<file path="config.mk">
export PLATFORM = sky130hd
export DESIGN_NAME = jt51_wrseq
export DESIGN_NICKNAME = d
export VERILOG_FILES = /design/src/rtl/jt51_pkg.sv /design/src/rtl/jt51_wrfifo.sv /design/src/rtl/jt51_wrseq.sv
export SDC_FILE = /design/constraint.sdc
export NUM_CORES = 1
export LEC_CHECK = 0
export CORE_MARGIN = 5
export CORE_UTILIZATION = 39
export DETAILED_ROUTE_END_ITERATION = 6
export GPL_TIMING_DRIVEN = 0
export PLACE_DENSITY_LB_ADDON = 0.08
export SLEW_MARGIN = 5
export SYNTH_ARGS = -nofsm -noshare
export SYNTH_HDL_FRONTEND = slang
export SYNTH_SLANG_ARGS = --single-unit
</file>
<file path="constraint.sdc">
create_clock -name clk -period 3.45 [get_ports clk]
set_input_delay 0.8625 -clock clk [delete_from_list [all_inputs] [get_ports clk]]
set_output_delay 0.8625 -clock clk [all_outputs]
set_load 0.05 [all_outputs]
</file>
<file path="src/rtl/jt51_pkg.sv">
// Shared definitions for the JT51 write sequencer.
// Contents: sequencer state enum, request entry layout, register-number
// constants for the chip's address map and a register-class helper.
package jt51_pkg;

  typedef enum logic [2:0] {
    ST_IDLE,
    ST_ADDR,
    ST_AGAP,
    ST_DATA,
    ST_DGAP,
    ST_BWAIT
  } wrseq_state_t;

  // One queued register write: 16 bits, register number in the upper byte.
  typedef struct packed {
    logic [7:0] addr;
    logic [7:0] data;
  } wr_req_t;

  localparam logic [7:0] REG_TEST   = 8'h01;
  localparam logic [7:0] REG_KON    = 8'h08;
  localparam logic [7:0] REG_NOISE  = 8'h0F;
  localparam logic [7:0] REG_GLB_LO = 8'h10;
  localparam logic [7:0] REG_GLB_HI = 8'h1B;
  localparam logic [7:0] REG_OP_LO  = 8'h20;
  localparam logic [7:0] REG_OP_HI  = 8'hFF;

  // True for the per-channel / per-operator register region.
  function automatic logic is_op_reg(input logic [7:0] a);
    return (a >= REG_OP_LO) && (a <= REG_OP_HI);
  endfunction

endpackage

</file>
<file path="src/rtl/jt51_wrfifo.sv">
// Synchronous request FIFO for the write sequencer.
// Ports: clk_i/rst_i (sync, active high), push_i/wdata_i write side,
// pop_i read side, head_o = oldest entry, ready_o = not full,
// empty_o, level_o = occupancy (0..DEPTH).
module jt51_wrfifo
  import jt51_pkg::*;
#(
  parameter int unsigned DEPTH = 8
) (
  input  logic                     clk_i,
  input  logic                     rst_i,
  input  logic                     push_i,
  input  wr_req_t                  wdata_i,
  input  logic                     pop_i,
  output wr_req_t                  head_o,
  output logic                     ready_o,
  output logic                     empty_o,
  output logic [$clog2(DEPTH):0]   level_o
);

  localparam int unsigned AW = $clog2(DEPTH);
  localparam int unsigned LW = AW + 1;

  wr_req_t          mem_q [DEPTH];
  logic [AW-1:0]    wr_ptr_q;
  logic [AW-1:0]    rd_ptr_q;
  logic [LW-1:0]    level_q;
  logic             do_push;
  logic             do_pop;

  // Readiness depends on level only, so a pop never frees a slot for a
  // push in the same cycle.
  assign ready_o = (level_q != LW'(DEPTH));
  assign empty_o = (level_q == '0);
  assign level_o = level_q;
  assign head_o  = mem_q[rd_ptr_q];
  assign do_push = push_i && ready_o;
  assign do_pop  = pop_i && !empty_o;

  // Pointers wrap naturally because DEPTH is a power of two.
  always_ff @(posedge clk_i) begin
    if (rst_i) begin
      wr_ptr_q <= '0;
      rd_ptr_q <= '0;
      level_q  <= '0;
    end else begin
      if (do_push) wr_ptr_q <= wr_ptr_q + AW'(1);
      if (do_pop)  rd_ptr_q <= rd_ptr_q + AW'(1);
      if (do_push && !do_pop)      level_q <= level_q + LW'(1);
      else if (do_pop && !do_push) level_q <= level_q - LW'(1);
    end
  end

  always_ff @(posedge clk_i) begin
    if (do_push) mem_q[wr_ptr_q] <= wdata_i;
  end

endmodule

</file>
<file path="src/rtl/jt51_wrseq.sv">
// JT51 register write sequencer.
// Queues (register, value) requests and replays them onto the chip bus as
// an address access (a0=0) followed by a data access (a0=1), skipping the
// address access when the register is already selected. After each data
// access it waits for the chip busy flag, with a timeout.
// Ports: clk, rst (sync, active high); req_valid/req_ready/req_addr/req_data
// request side; dout/a0/write/busy chip side; idle, tmo_err, level status.
module jt51_wrseq
  import jt51_pkg::*;
#(
  parameter int unsigned DEPTH    = 8,
  parameter int unsigned WR_LEN   = 2,
  parameter int unsigned GAP      = 1,
  parameter int unsigned BUSY_TMO = 1023
) (
  input  logic                   clk,
  input  logic                   rst,
  input  logic                   req_valid,
  output logic                   req_ready,
  input  logic [7:0]             req_addr,
  input  logic [7:0]             req_data,
  output logic [7:0]             dout,
  output logic                   a0,
  output logic                   write,
  input  logic                   busy,
  output logic                   idle,
  output logic                   tmo_err,
  output logic [$clog2(DEPTH):0] level
);

  localparam int unsigned CW = $clog2(BUSY_TMO + WR_LEN + GAP + 1);
  localparam logic [CW-1:0] LEN_LAST = CW'(WR_LEN - 1);
  localparam logic [CW-1:0] GAP_LAST = CW'(GAP - 1);
  localparam logic [CW-1:0] TMO_LAST = CW'(BUSY_TMO - 1);
  localparam logic [CW-1:0] BUSY_IGN = CW'(2);

  wrseq_state_t state_q;
  logic [CW-1:0] cnt_q;
  logic [7:0]    dout_q;
  logic          a0_q;
  logic          write_q;
  logic          tmo_q;
  logic [7:0]    last_addr_q;
  logic          last_valid_q;

  wr_req_t       head;
  logic          fifo_empty;
  logic          pop;

  assign pop = (state_q == ST_DATA) && (cnt_q == LEN_LAST);

  jt51_wrfifo #(
    .DEPTH(DEPTH)
  ) u_fifo (
    .clk_i   (clk),
    .rst_i   (rst),
    .push_i  (req_valid),
    .wdata_i ({req_addr, req_data}),
    .pop_i   (pop),
    .head_o  (head),
    .ready_o (req_ready),
    .empty_o (fifo_empty),
    .level_o (level)
  );

  assign dout    = dout_q;
  assign a0      = a0_q;
  assign write   = write_q;
  assign tmo_err = tmo_q;
  assign idle    = fifo_empty && (state_q == ST_IDLE);

  // Bus outputs are loaded only on the edge that raises write or in the gap
  // states, so dout/a0 never move while write is high.
  always_ff @(posedge clk) begin
    if (rst) begin
      state_q      <= ST_IDLE;
      cnt_q        <= '0;
      dout_q       <= '0;
      a0_q         <= 1'b0;
      write_q      <= 1'b0;
      tmo_q        <= 1'b0;
      last_addr_q  <= '0;
      last_valid_q <= 1'b0;
    end else begin
      tmo_q <= 1'b0;
      cnt_q <= cnt_q + CW'(1);
      case (state_q)
        ST_IDLE: begin
          if (!fifo_empty) begin
            cnt_q   <= '0;
            write_q <= 1'b1;
            if (last_valid_q && (head.addr == last_addr_q)) begin
              state_q <= ST_DATA;
              a0_q    <= 1'b1;
              dout_q  <= head.data;
            end else begin
              state_q <= ST_ADDR;
              a0_q    <= 1'b0;
              dout_q  <= head.addr;
            end
          end
        end
        ST_ADDR: begin
          if (cnt_q == LEN_LAST) begin
            state_q      <= ST_AGAP;
            cnt_q        <= '0;
            write_q      <= 1'b0;
            last_addr_q  <= head.addr;
            last_valid_q <= 1'b1;
          end
        end
        ST_AGAP: begin
          if (cnt_q == GAP_LAST) begin
            state_q <= ST_DATA;
            cnt_q   <= '0;
            write_q <= 1'b1;
            a0_q    <= 1'b1;
            dout_q  <= head.data;
          end
        end
        ST_DATA: begin
          if (cnt_q == LEN_LAST) begin
            state_q <= ST_DGAP;
            cnt_q   <= '0;
            write_q <= 1'b0;
          end
        end
        ST_DGAP: begin
          if (cnt_q == GAP_LAST) begin
            state_q <= ST_BWAIT;
            cnt_q   <= '0;
          end
        end
        ST_BWAIT: begin
          // The chip raises busy a cycle after the write edge, so the first
          // two cycles here say nothing about the finished access.
          if ((cnt_q >= BUSY_IGN) && !busy) begin
            state_q <= ST_IDLE;
          end else if (cnt_q == TMO_LAST) begin
            state_q      <= ST_IDLE;
            tmo_q        <= 1'b1;
            last_valid_q <= 1'b0;
          end
        end
        default: state_q <= ST_IDLE;
      endcase
    end
  end

endmodule
</file>
==> results.sh <==
export IMPL_p_total_mw=5.92
export IMPL_min_period_ps=3240
export IMPL_crit_chain="clkbuf_1 -> or2_2 -> nor3_1 -> clkdlybuf4s50_1"
export IMPL_r2r_end="u_fifo.level_o[3]"
export IMPL_final_max_slew_viol_count=0
export IMPL_tns_ps=0
export IMPL_startpoint_type="flop"
export IMPL_worst_slew_pin_slew_ps=880
export IMPL_core_area_mm2=0.0179
export IMPL_synthArstFlopShare_pct=0
export IMPL_wl_per_cell_um=19.3
export IMPL_vias_per_cell=5.12
export IMPL_clkSinkCount=175
export IMPL_io_pins=37
export IMPL_antenna_cells=0
export IMPL_min_delay_start="last_valid_q"
export IMPL_track_usage_pct=15.0
export IMPL_synthesis_area_per_instance_um2=15.6
export IMPL_slew_headroom_pct=39.8
export IMPL_portBuffers=36
export IMPL_hold_path_class="flop to flop"
export IMPL_dp_slack_ps=-262
export IMPL_antenna_found_initial=0
export IMPL_tritoncts="built"
export IMPL_worstReg2RegStart="cnt_q[7]"
export IMPL_dieArea_mm2=0.0210
export IMPL_slowest_delay_ps=850
export IMPL_worstPathMaxFanout=10
export IMPL_wl_um=14800
export IMPL_ys_ff_latch=175
export IMPL_ir_worst_vdd_mv=0.447
export IMPL_finalSetupViolations=0
export IMPL_max_freq_ghz=0.308
export IMPL_rsz0062_at_grt="false"
export IMPL_die_x_um=145
export IMPL_root_buffer="clkbuf_16"
export IMPL_dr_first_iter_drc_count=169
export IMPL_synth_edff_count=128
export IMPL_cts_buffer_depth=2
export IMPL_grt_first_pass_wirelength_um=22800
export IMPL_fp_dieH_um=145
export IMPL_synth_cell_type_count=51
export IMPL_synth_ff_type="edfxtp_1"
export IMPL_yosysSeqAreaShare_pct=67.5
export IMPL_htreeDepth=4
export IMPL_worst_hold_path_num_cells=2
export IMPL_crit_slowest_cell="clkdlybuf4s50_1"
export IMPL_ys_warn_count=0
export IMPL_critPathKind="flop to output pin"
export IMPL_dp_hpwl_um=10200
export IMPL_period_share_pct=94.0
export IMPL_skew_ps=13.8
export IMPL_nets=551
export IMPL_clkTransAtPathRegs_ps=70
export IMPL_ff2ff_path_depth=12
export IMPL_grt_pass1_vias=3950
export IMPL_grt_overflow=0
export IMPL_p_per_area_mw_per_mm2=689
export IMPL_clock_latency_ps=430
export IMPL_rows=49
export IMPL_antenna_left=0
export IMPL_grt_max_degree=18
export IMPL_end_kind="output pin"
export IMPL_ff2ff_setup_slack_ps=240
export IMPL_maxCapViolCount=0
export IMPL_worstPathArrival_ps=2380
export IMPL_num_vias=3905
export IMPL_gp_congestion=0.752
export IMPL_area_growth_pct=21.1
export IMPL_status="finished, final reports clean"
export IMPL_final_setup_worst_slack_ps=208
export IMPL_p_leak_nw=2.81
export IMPL_cts_buffers=17
export IMPL_syn_inst=453
export IMPL_syn_nets=483
export IMPL_cp_required_ps=2590
export IMPL_initial_core_util_pct=39.6
export IMPL_holdPathEnd="last_valid_q"
export IMPL_synth_area_mm2=0.00709
export IMPL_ctsHoldBuffers=0
export IMPL_route_detailed_drc=0
export IMPL_drive_above_1_share_pct=17.4
export IMPL_hold_viol=0
export IMPL_dr_pass1_iters=4
export IMPL_nFillCells=1543
[what timing repair did]
item,CTS,global route
setup buffers,0,0
gates resized for setup,2,1
endpoints found under the setup margin,1,1
endpoints found under the hold margin,0,0
[per-stage QoR]
stage	hold slack, ps	util (%)	cells	cell area [µm²]
floorplan	448	-	453	7090
global placement	467	43.2	718	7740
detailed placement	480	44.3	731	7930
CTS	499	47.9	763	8570
global route	514	47.9	763	8580
finish	495	47.9	763	8580
[where the power goes]
group	total [mW]	switching, mW	internal (mW)
Clock	2.04	0.869	1.17
Combinational	1.32	0.815	0.500
Sequential	2.56	0.113	2.45
[per-layer routing]
layer,share of wire [%],global-route usage [%]
met5,0,0
met3,3.3,3.84
met2,51,25.4
met1,45,19.0
met4,0.85,4.71
[synth_stat cells (all sizes together) (6+ instances only)]
cell type | count | area [µm²]
clkbuf | 11 | 41.3
mux2i | 28 | 284
ha | 9 | 113
nor3 | 8 | 40.0
nand3 | 8 | 40.0
xnor2 | 12 | 105
mux4 | 27 | 616
nand3b | 6 | 45.0
edfxtp | 128 | 3840
buf | 7 | 40.0
xor2 | 10 | 87.6
nand2 | 21 | 78.8
dfxtp | 47 | 941
inv | 8 | 30.0
o211ai | 8 | 60.1
a211oi | 8 | 60.1
a21oi | 9 | 45.0
nor2 | 47 | 176
[placed cells by master (no fill, tap or decap), types with 4 or more instances in the layout]
cell type,synthesis,final
edfxtp_1,128,128
dfxtp_1,47,47
nor2_1,47,44
clkdlybuf4s50_1,0,36
mux2i_1,27,27
mux4_2,25,25
nand2_1,21,21
clkbuf_16,0,17
clkbuf_1,11,12
xnor2_1,12,12
xor2_1,10,10
buf_6,1,10
a21oi_1,9,9
ha_1,9,9
inv_1,8,8
o211ai_1,8,8
nand3_1,8,8
a211oi_1,8,8
nand3b_1,6,6
buf_2,5,5
nor2b_1,5,5
a22o_1,5,5
nor3_1,8,4
nand2b_1,4,4
nor3_2,0,4
and3_1,4,4
o21ai_0,4,4
inv_6,0,4
[registers in the layout, summed over array words and instances (netlist names), named ones only]
name and flops:
last_addr_q 8, u_fifo.mem_q 128, dout 8, write 1
u_fifo.level_o 4, last_valid_q 1, state_q 3, tmo_err 1
u_fifo.wr_ptr_q 3, a0 1, cnt_q 11, u_fifo.rd_ptr_q 3
[kinds of logic after synthesis]
family                   synth area share (%)
buffers and inverters                    1.57
adder cells (fa/ha/maj)                  1.87
XOR/XNOR                                 2.72
AND/OR/NAND/NOR                          8.56
flip-flops                               67.5
multiplexers                             13.1
AO/OA/AOI/OAI                            4.70
[cell type report]
class | instances | area (µm²) | area share [%]
Timing Repair Buffer | 49 | 514 | 5.99
Multi-Input combinational cell | 252 | 2250 | 26.3
Tap cell | 229 | 287 | 3.34
Clock inverter | 14 | 200 | 2.33
Buffer | 18 | 81.3 | 0.948
Sequential cell | 175 | 4780 | 55.8
Inverter | 8 | 30.0 | 0.350
Clock buffer | 18 | 429 | 5.00
[worst max-delay path: cells and delay by family, from the launching register on]
kind                   cells  cell delay (ps)
DFF                        1              310
and+or+nand+nor            2              580
buffers and inverters      2             1060
[worst max-delay path by stage]
| stage | start | to | slack [ps] | cells past startpoint |
|---|---|---|---|---|
| after floorplan | u_fifo.level_o[0] | u_fifo.mem_q[4][0] | 140 | 6 |
| after global placement | req_valid | u_fifo.mem_q[4][1] | -1450 | 5 |
| after detailed placement | cnt_q[7] | u_fifo.level_o[3] | -260 | 12 |
| after CTS | cnt_q[7] | u_fifo.level_o[3] | 70 | 12 |
| after global routing | u_fifo.level_o[0] | idle | 7 | 4 |
| final | state_q[1] | idle | 210 | 4 |
Note: power is estimated with default switching activity, not from simulation.
